===== src/rtl/score_bcd_display.sv =====
// Binary score to multiplexed common-anode seven-segment driver.
// Iterative double-dabble conversion with request buffering, saturation and leading-zero blanking.
module score_bcd_display #(
  parameter int w_value       = 16,
  parameter int n_digits      = 4,
  parameter int w_digit       = 8,
  parameter int w_refresh_div = 16
) (
  input  logic                 clk,
  input  logic                 rst_n,
  input  logic [w_value-1:0]   value,
  input  logic                 value_valid,
  output logic                 busy,
  output logic [15:0]          bcd,
  output logic [7:0]           abcdefgh,
  output logic [w_digit-1:0]   digit
);

  localparam logic [1:0] IDLE    = 2'd0;
  localparam logic [1:0] CONVERT = 2'd1;
  localparam logic [1:0] COMMIT  = 2'd2;

  localparam int sel_w = $clog2(n_digits);
  localparam logic [w_value-1:0] max_score = w_value'(9999);

  logic [1:0]               state;
  logic [w_value-1:0]       shreg;
  logic [15:0]              scratch;
  logic [15:0]              scratch_adj;
  logic [3:0]               step;
  logic [w_value-1:0]       pend_val;
  logic                     pend_flag;
  logic [w_value-1:0]       value_sat;
  logic [w_refresh_div-1:0] refresh_cnt;
  logic [sel_w-1:0]         digit_sel;
  logic [sel_w+1:0]         shamt;
  logic [15:0]              bcd_shift;
  logic [7:0]               seg_pat;
  logic                     blank;

  assign busy      = (state != IDLE);
  assign value_sat = (value > max_score) ? max_score : value;

  always_comb begin
    scratch_adj = scratch;
    for (int unsigned i = 0; i < 4; i++) begin
      if (scratch[i*4 +: 4] >= 4'd5)
        scratch_adj[i*4 +: 4] = scratch[i*4 +: 4] + 4'd3;
    end
  end

  always_ff @(posedge clk or negedge rst_n) begin
    if (!rst_n) begin
      state     <= IDLE;
      shreg     <= '0;
      scratch   <= '0;
      step      <= '0;
      bcd       <= '0;
      pend_val  <= '0;
      pend_flag <= 1'b0;
    end else begin
      case (state)
        IDLE: begin
          if (value_valid || pend_flag) begin
            shreg     <= value_valid ? value_sat : pend_val;
            scratch   <= '0;
            step      <= '0;
            pend_flag <= 1'b0;
            state     <= CONVERT;
          end
        end
        CONVERT: begin
          {scratch, shreg} <= {scratch_adj, shreg} << 1;
          step             <= step + 4'd1;
          if (step == 4'd15)
            state <= COMMIT;
        end
        COMMIT: begin
          bcd   <= scratch;
          state <= IDLE;
        end
        default: state <= IDLE;
      endcase

      // Requests arriving while busy (COMMIT included) replace any older pending one.
      if (state != IDLE && value_valid) begin
        pend_val  <= value_sat;
        pend_flag <= 1'b1;
      end
    end
  end

  always_ff @(posedge clk or negedge rst_n) begin
    if (!rst_n) begin
      refresh_cnt <= '0;
      digit_sel   <= '0;
    end else begin
      refresh_cnt <= refresh_cnt + 1'b1;
      if (refresh_cnt == '1)
        digit_sel <= (digit_sel == sel_w'(n_digits - 1)) ? '0 : digit_sel + 1'b1;
    end
  end

  // Shifting the selected nibble down to the bottom also tells us whether all higher digits are zero.
  assign shamt     = {digit_sel, 2'b00};
  assign bcd_shift = bcd >> shamt;
  assign blank     = (digit_sel != '0) && (bcd_shift == '0);

  always_comb begin
    case (bcd_shift[3:0])
      4'd0:    seg_pat = 8'hFC;
      4'd1:    seg_pat = 8'h60;
      4'd2:    seg_pat = 8'hDA;
      4'd3:    seg_pat = 8'hF2;
      4'd4:    seg_pat = 8'h66;
      4'd5:    seg_pat = 8'hB6;
      4'd6:    seg_pat = 8'hBE;
      4'd7:    seg_pat = 8'hE0;
      4'd8:    seg_pat = 8'hFE;
      4'd9:    seg_pat = 8'hF6;
      default: seg_pat = 8'h00;
    endcase
  end

  always_ff @(posedge clk or negedge rst_n) begin
    if (!rst_n) begin
      abcdefgh <= 8'hFF;
      digit    <= '0;
    end else begin
      digit    <= w_digit'(1) << digit_sel;
      abcdefgh <= blank ? 8'hFF : ~seg_pat;
    end
  end

endmodule


===== config.mk =====
export PLATFORM = sky130hd
export DESIGN_NAME = score_bcd_display
export DESIGN_NICKNAME = d
export VERILOG_FILES = /design/src/rtl/score_bcd_display.sv
export SDC_FILE = /design/constraint.sdc
export NUM_CORES = 1
export LEC_CHECK = 0
export ABC_CLOCK_PERIOD_IN_PS = 3200
export CORE_MARGIN = 2
export CORE_UTILIZATION = 56
export DETAILED_ROUTE_END_ITERATION = 7
export PLACE_DENSITY_LB_ADDON = 0.3
export SYNTH_ARGS = -nofsm -noshare
export SYNTH_HDL_FRONTEND = slang
export SYNTH_SLANG_ARGS = --single-unit

===== constraint.sdc =====
create_clock -name clk -period 3.2 [get_ports clk]
set_input_delay 0.32 -clock clk [delete_from_list [all_inputs] [get_ports clk]]
set_output_delay 0.32 -clock clk [all_outputs]
set_load 0.01 [all_outputs]

==> qor.yml <==
global_routing:
  grt_util_all_layers_pct: 21.7
  use_met2_pct: 36.7
  grt_pass1_vias: 3227
  antenna_found_initial: 0
  grt_pass1_wl_mm: 15.4
  grt_max_degree: 42
  grt_use_met3_pct: 5.53
  grt-ovfl-total: 0
  grt.met1_usage_pct: 28.4
  busiest_layer: "met2"
outcome:
  status: "complete, no violations"
power:
  totalPowerFinal_mw: 3.97
  p_leak_nw: 2.41
  vdd_drop_max_mv: 0.529
  p_per_area_nw_per_um2: 740
finish:
  drive_gt1_share_pct: 9.76
  syn_to_final_growth_pct: 14.5
  fillers: 616
  antenna_cells: 0
  nNetsFinal: 495
floorplan:
  dieHeight_um: 95.5
  rows: 33
  initial_core_util_pct: 57.3
  fp.dieW_um: 95.5
  io_pins: 52
  dieArea_um2: 9120
  core_um2: 8180
synth:
  yosys.area.top_type_share_pct: 49.7
  yosys_warnings: 0
  ys_ff_latch: 100
  netlist_top_cells_area: "dfrtp_1 50%, ha_1 5.1%, dfstp_2 3.9%, a22o_1 3.0%, xnor2_1 3.0%"
  syn-cell-area_um2: 4690
  synth_ff_type: "dfrtp_1"
  synthCells: 417
  synth_top_cell_by_area: "dfrtp_1"
  syn_avg_cell_area_um2: 11.2
  ys_seq_area_share_pct: 53.6
  synth.distinct_cells: 47
  synth_common_cells: "93 x dfrtp_1, 29 x nor2_1, 27 x inv_1"
  async_flop_share_pct: 100
  synth_edf_count: 0
  synth_most_common_cell: "dfrtp_1"
sta:
  hold_viol_final: 0
  fmax_mhz: 397
  period_minus_slack_ns: 2.52
  fin_crit_sh_pct: 78.6
  fin_ws_ns: 0.684
  timing.slew.headroom_pct: 42.0
  setup_viol: 0
  drv_slew: 0
  rsz0062_at_grt: "false"
  tightest_slew_ns: 0.869
  tns_ns: 0
  fin_skew_ns: 0.0147
worst_setup_path:
  path_max_fanout: 9
  reg2reg_from: "digit_sel[0]$_DFFE_PN0N_"
  r2r_end: "abcdefgh[2]$_DFF_PN1_"
  cp.required_ns: 3.48
  r2r_slack_ns: 0.68
  rr_worst_depth: 6
  worstSetupEndpointType: "register"
  cp-start-kind: "register"
  criticalPathCategory: "reg2reg"
  arrival_ns: 2.80
placement:
  place_congestion: 0.853
  hpwl_mm: 6.42
  pre_cts_slack_ns: 0.679
  portBuffers: 46
detailed_routing:
  antenna_left: 0
  drt_iter0_markers: 139
  drt-vias-per-instance: 5.75
  wirelength_mm: 9.03
  firstDrtPassIters: 4
  drc: 0
  wl_per_cell_um: 16.0
  num_vias: 3257
clocking:
  clk_pin_slew_ns: 0.09
  cts_resized: 0
  clk_latency_ns: 0.36
  cts_tree: "done"
  cts_root_buf: "clkbuf_8"
  htreeDepth: 3
  numCtsBuffers: 9
  clock_path_buffers: 2
  cts.sinks: 100
run:
  cap_viol_max_count: 0
worst_hold_path:
  hold_class: "in2async"
==> registers in the layout, summed over array words and instances, names as in the netlist <==
| name | count |
|---|---|
| abcdefgh | 7 |
| scratch | 16 |
| state | 2 |
| digit_sel | 2 |
| pend_val | 16 |
| pend_flag | 1 |
| shreg | 16 |
| step | 4 |
| digit | 4 |
| refresh_cnt | 16 |
| bcd | 16 |
==> logic make-up after synthesis <==
family                   Yosys count  synth area share (%)
AO/OA/AOI/OAI                    101                  15.4
flip-flops                       100                  53.6
AND/OR/NAND/NOR                   99                  10.9
buffers and inverters             54                  5.21
XOR/XNOR                          22                  4.11
multiplexers                      20                  5.61
adder cells (fa/ha/maj)           19                  5.07
other                              2                 0.160
==> where the power goes <==
part           internal [mW]  switching [mW]  total [mW]
combinational          0.719           0.723        1.44
clock                  0.299           0.406       0.705
sequential              1.58           0.249        1.83
total                   2.60            1.38        3.97
==> cell type report <==
class                   instances  area [µm²]  area share (%)
clock buffers                  11         141            2.63
inverters                      27         101            1.89
multi-input cells             266        1940            36.2
repair buffers                 53         513            9.56
flip-flops and latches        100        2510            46.8
clock inverters                 4        26.3           0.490
well taps                     105         131            2.45
==> stage by stage <==
stage	hold slack [ns]	area, µm²	cells	util, %
after floorplan	0.0244	4700	420	-
after global placement	0.333	5190	550	63.5
after detailed placement	0.334	5190	550	63.5
after CTS	0.476	5370	566	65.7
after global routing	0.494	5370	566	65.7
final	0.463	5370	566	65.7
==> how the worst max path moves through the flow <==
stage                             startpoint  slack [ns]  cells after the start                     to
finish              digit_sel[0]$_DFFE_PN0N_        0.68                      6  abcdefgh[2]$_DFF_PN1_
global route        digit_sel[0]$_DFFE_PN0N_        0.50                      6  abcdefgh[6]$_DFF_PN1_
CTS                 digit_sel[0]$_DFFE_PN0N_        0.67                      6  abcdefgh[2]$_DFF_PN1_
detailed placement  digit_sel[0]$_DFFE_PN0N_        0.68                      6  abcdefgh[2]$_DFF_PN1_
global placement                 value_valid        0.80                      5  shreg[14]$_DFFE_PN0P_
floorplan           digit_sel[0]$_DFFE_PN0N_        0.90                      7  abcdefgh[6]$_DFF_PN1_
==> layout by cell type (no fill, tap or decap), types with 8 or more instances in the layout <==
cell type        netlist  final
dfrtp_1               93     93
clkdlybuf4s50_1        0     45
nor2_1                29     29
inv_1                 27     27
a21oi_1               20     20
nand2_1               19     19
ha_1                  19     19
xnor2_1               16     16
a22o_1                16     16
o21ai_0               15     15
a221o_1               13     13
nand3_1               10     10
o21ai_1               10     10
mux2_2                10     10
clkbuf_8               0     10
and3_1                 8      8
==> per-layer routing <==
layer  part of all wire, %  wire, µm
met2                    50      4470
met3                   3.7       334
met5                     0         0
met1                    46      4150
met4                  0.86        78
==> worst max-delay path, cell delays in order, from the launching register on <==
cell and delay [ns]:
dfrtp_1 0.57, mux4_2 0.62, inv_1 0.15, ha_1 0.20, or4b_1 0.44, a211o_1 0.36, o21ai_1 0.12
==> repair_timing <==
action / in CTS / in global routing
hold buffers: 1 / 0
buffers inserted: 0 / 0
endpoints found under the hold margin: 39 / 0
No activity file was read; power rests on OpenSTA's default activity.
==> edit, RTL diff (config.mk and constraints unchanged) <==
Add an input register stage for `value` and `value_valid`, without a reset; this delays them by one clock.
--- a/src/rtl/score_bcd_display.sv
+++ b/src/rtl/score_bcd_display.sv
@@ -24,4 +24,12 @@
   localparam logic [w_value-1:0] max_score = w_value'(9999);
 
+  logic [w_value-1:0] value_q;
+  logic value_valid_q;
+
+  always_ff @(posedge clk) begin
+    value_q       <= value;
+    value_valid_q <= value_valid;
+  end
+
   logic [1:0]               state;
   logic [w_value-1:0]       shreg;
@@ -40,5 +48,5 @@
 
   assign busy      = (state != IDLE);
-  assign value_sat = (value > max_score) ? max_score : value;
+  assign value_sat = (value_q > max_score) ? max_score : value_q;
 
   always_comb begin
@@ -62,6 +70,6 @@
       case (state)
         IDLE: begin
-          if (value_valid || pend_flag) begin
-            shreg     <= value_valid ? value_sat : pend_val;
+          if (value_valid_q || pend_flag) begin
+            shreg     <= value_valid_q ? value_sat : pend_val;
             scratch   <= '0;
             step      <= '0;
@@ -84,5 +92,5 @@
 
       // Requests arriving while busy (COMMIT included) replace any older pending one.
-      if (state != IDLE && value_valid) begin
+      if (state != IDLE && value_valid_q) begin
         pend_val  <= value_sat;
         pend_flag <= 1'b1;
Function: changed (a bounded check fails within 4 cycles, from zero or initial values and one cycle with rst_n low).
==> edit against the unedited design <==
Total power is 35% higher. Setup slack worse by 0.077 ns. Critical path depth unchanged. Design area grew 16%. Area after synthesis grew 9.2%. Combinational power shrank 4%. Worst hold slack got worse by 0.23 ns. Sequential cell count is 17 higher. Wire length rose by 18%.
==> edit: results (changes against the unedited design) <==
Cells after DPL=585 (+6.4%); nets=535 (+8.1%); status=completed; CTS Hold Bufs=1 (unchanged); peak supply drop=0.488 mV (-7.8%); DRT iter0 DRCs=290 (+110%); via count=3621 (+11%); largest net degree at the start of global routing=47 (+12%); Syn Area/Cell=11.4 sq um (+1.6%); non-filler cells, final=618 (+9.2%); GP Congestion=0.874 (+2.4%); gr usage total=23.4% (+1.6 points); Pint=3.72 mW (+43%); clock latency on the worst-skew pair=0.52 ns (+0.16 ns); sequential fraction of the synthesis area=55.7% (+2.1 points); CTS HTree Levels=4 (+1); CTS clk-pin slew, worst paths=0.06 ns (-0.03 ns); leading post-synthesis cells by cell area=dfrtp_1 (45%), dfxtp_1 (6.7%), ha_1 (4.6%); met2 GRT Util=38.9% (+2.2 points); layout cells sized above 1=13.1% (+3.4 points); GR met1 Demand/Resource=29.0% (+0.55 points); Synth cell types=55 (+17%); leakage power=2.75 nW (+14%); CTS Buf Count=17 (+8); DR WL/cell=17.3 um (+8.2%); Synth async-reset ratio=85.5% (-15 points); Max-slew headroom=42.5% (+0.41 points); 1st-pass router iterations=5 (+1); Tightest Hold Check Type=primary input to flop; first-pass GRT wire length=18000 um (+17%); vias in the first global route=3617 (+12%); pre-CTS setup slack=0.600 ns (-0.0788 ns); met3 Resource Use GR=6.54% (+1.0 points); clock skew=0.0120 ns (-0.00271 ns); DP Wirelength=6760 um (+5.3%); CP arrival=3.04 ns (+0.24 ns); Synth top cells by count=dfrtp_1 (93), nand2_1 (40), o21ai_0 (39)
[edit: cell count changes after synthesis, sizes merged, moves of 3 or more]
cell,change
nor2,-9
nand2,+21
clkbuf,-5
dfxtp,+17
nor3b,+7
inv,-6
a22o,-8
buf,+3
a222oi,+4
o221ai,+7
a221o,-10
a311oi,-7
o21ai,+20
[edit: power groups by stage]
stage                     registers [mW]  clock network [mW]  logic [mW]
after floorplan                     2.01                   0        1.02
after global placement              2.07                   0        1.30
after detailed placement            2.09                   0        1.36
after CTS                           2.07                1.93        1.39
after global routing                2.12                2.00        1.53
final                               2.08                1.91        1.38
[edit: area by class of cell]
class	instances	area, sq um
inverters	22	87.6
repair buffers	52	505
clock buffers	24	480
flip-flops and latches	117	2850
fillers	593	2580
clock inverters	8	123
well taps	108	135
multi-input cells	287	2040
[edit: cells by family (layout without fill, tap and decap cells)]
logic type      after synthesis  in the layout  synth area share, %
flops                       117            117                 55.7
simple gates                113            113                 11.4
compound gates              109            109                 14.6
buf+inv                      47            106                 4.67
xor+xnor                     21             21                 3.59
mux                          20             20                 5.21
fa+ha+maj                    19             19                 4.65
other cells                   2              5                0.147
[edit: routing by layer]
metal  routed length (um)  vias to the layer above
li1                     -                     1686
met1                 4460                     1793
met2                 5430                      118
met3                  566                       24
met4                  223                        0
met5                    0                        -
[edit: metrics by stage]
| step | instance area [sq um] | utilization, % |
|---|---|---|
| 2_1_floorplan | 5130 | - |
| 3_3_place_gp | 5610 | 63.7 |
| 3_5_place_dp | 5610 | 63.7 |
| 4_1_cts | 6220 | 70.6 |
| 5_1_grt | 6220 | 70.6 |
| 6_report | 6220 | 70.6 |
[edit: final timing paths]
| check | depth (start not counted) | to | slack, ns | start |
|---|---|---|---|---|
| min | 1 | value_q[10] | 0.24 | value[10] |
| min reg2reg | 1 | refresh_cnt[9] | 0.48 | refresh_cnt[9] |
| max | 6 | abcdefgh[6] | 0.61 | digit_sel[0] |
| max in group asynchronous | 3 | refresh_cnt[10] | 2.04 | rst_n |
| min in group asynchronous | 2 | digit[0] | 0.34 | rst_n |
| max reg2reg | 6 | abcdefgh[6] | 0.61 | digit_sel[0] |
[edit: worst max-delay path: stages, from the launching register on]
cell	delay (ns)
dfrtp_1	0.56
mux4_1	0.69
inv_1	0.14
ha_1	0.20
or4b_1	0.44
a211o_1	0.38
o21ai_0	0.11
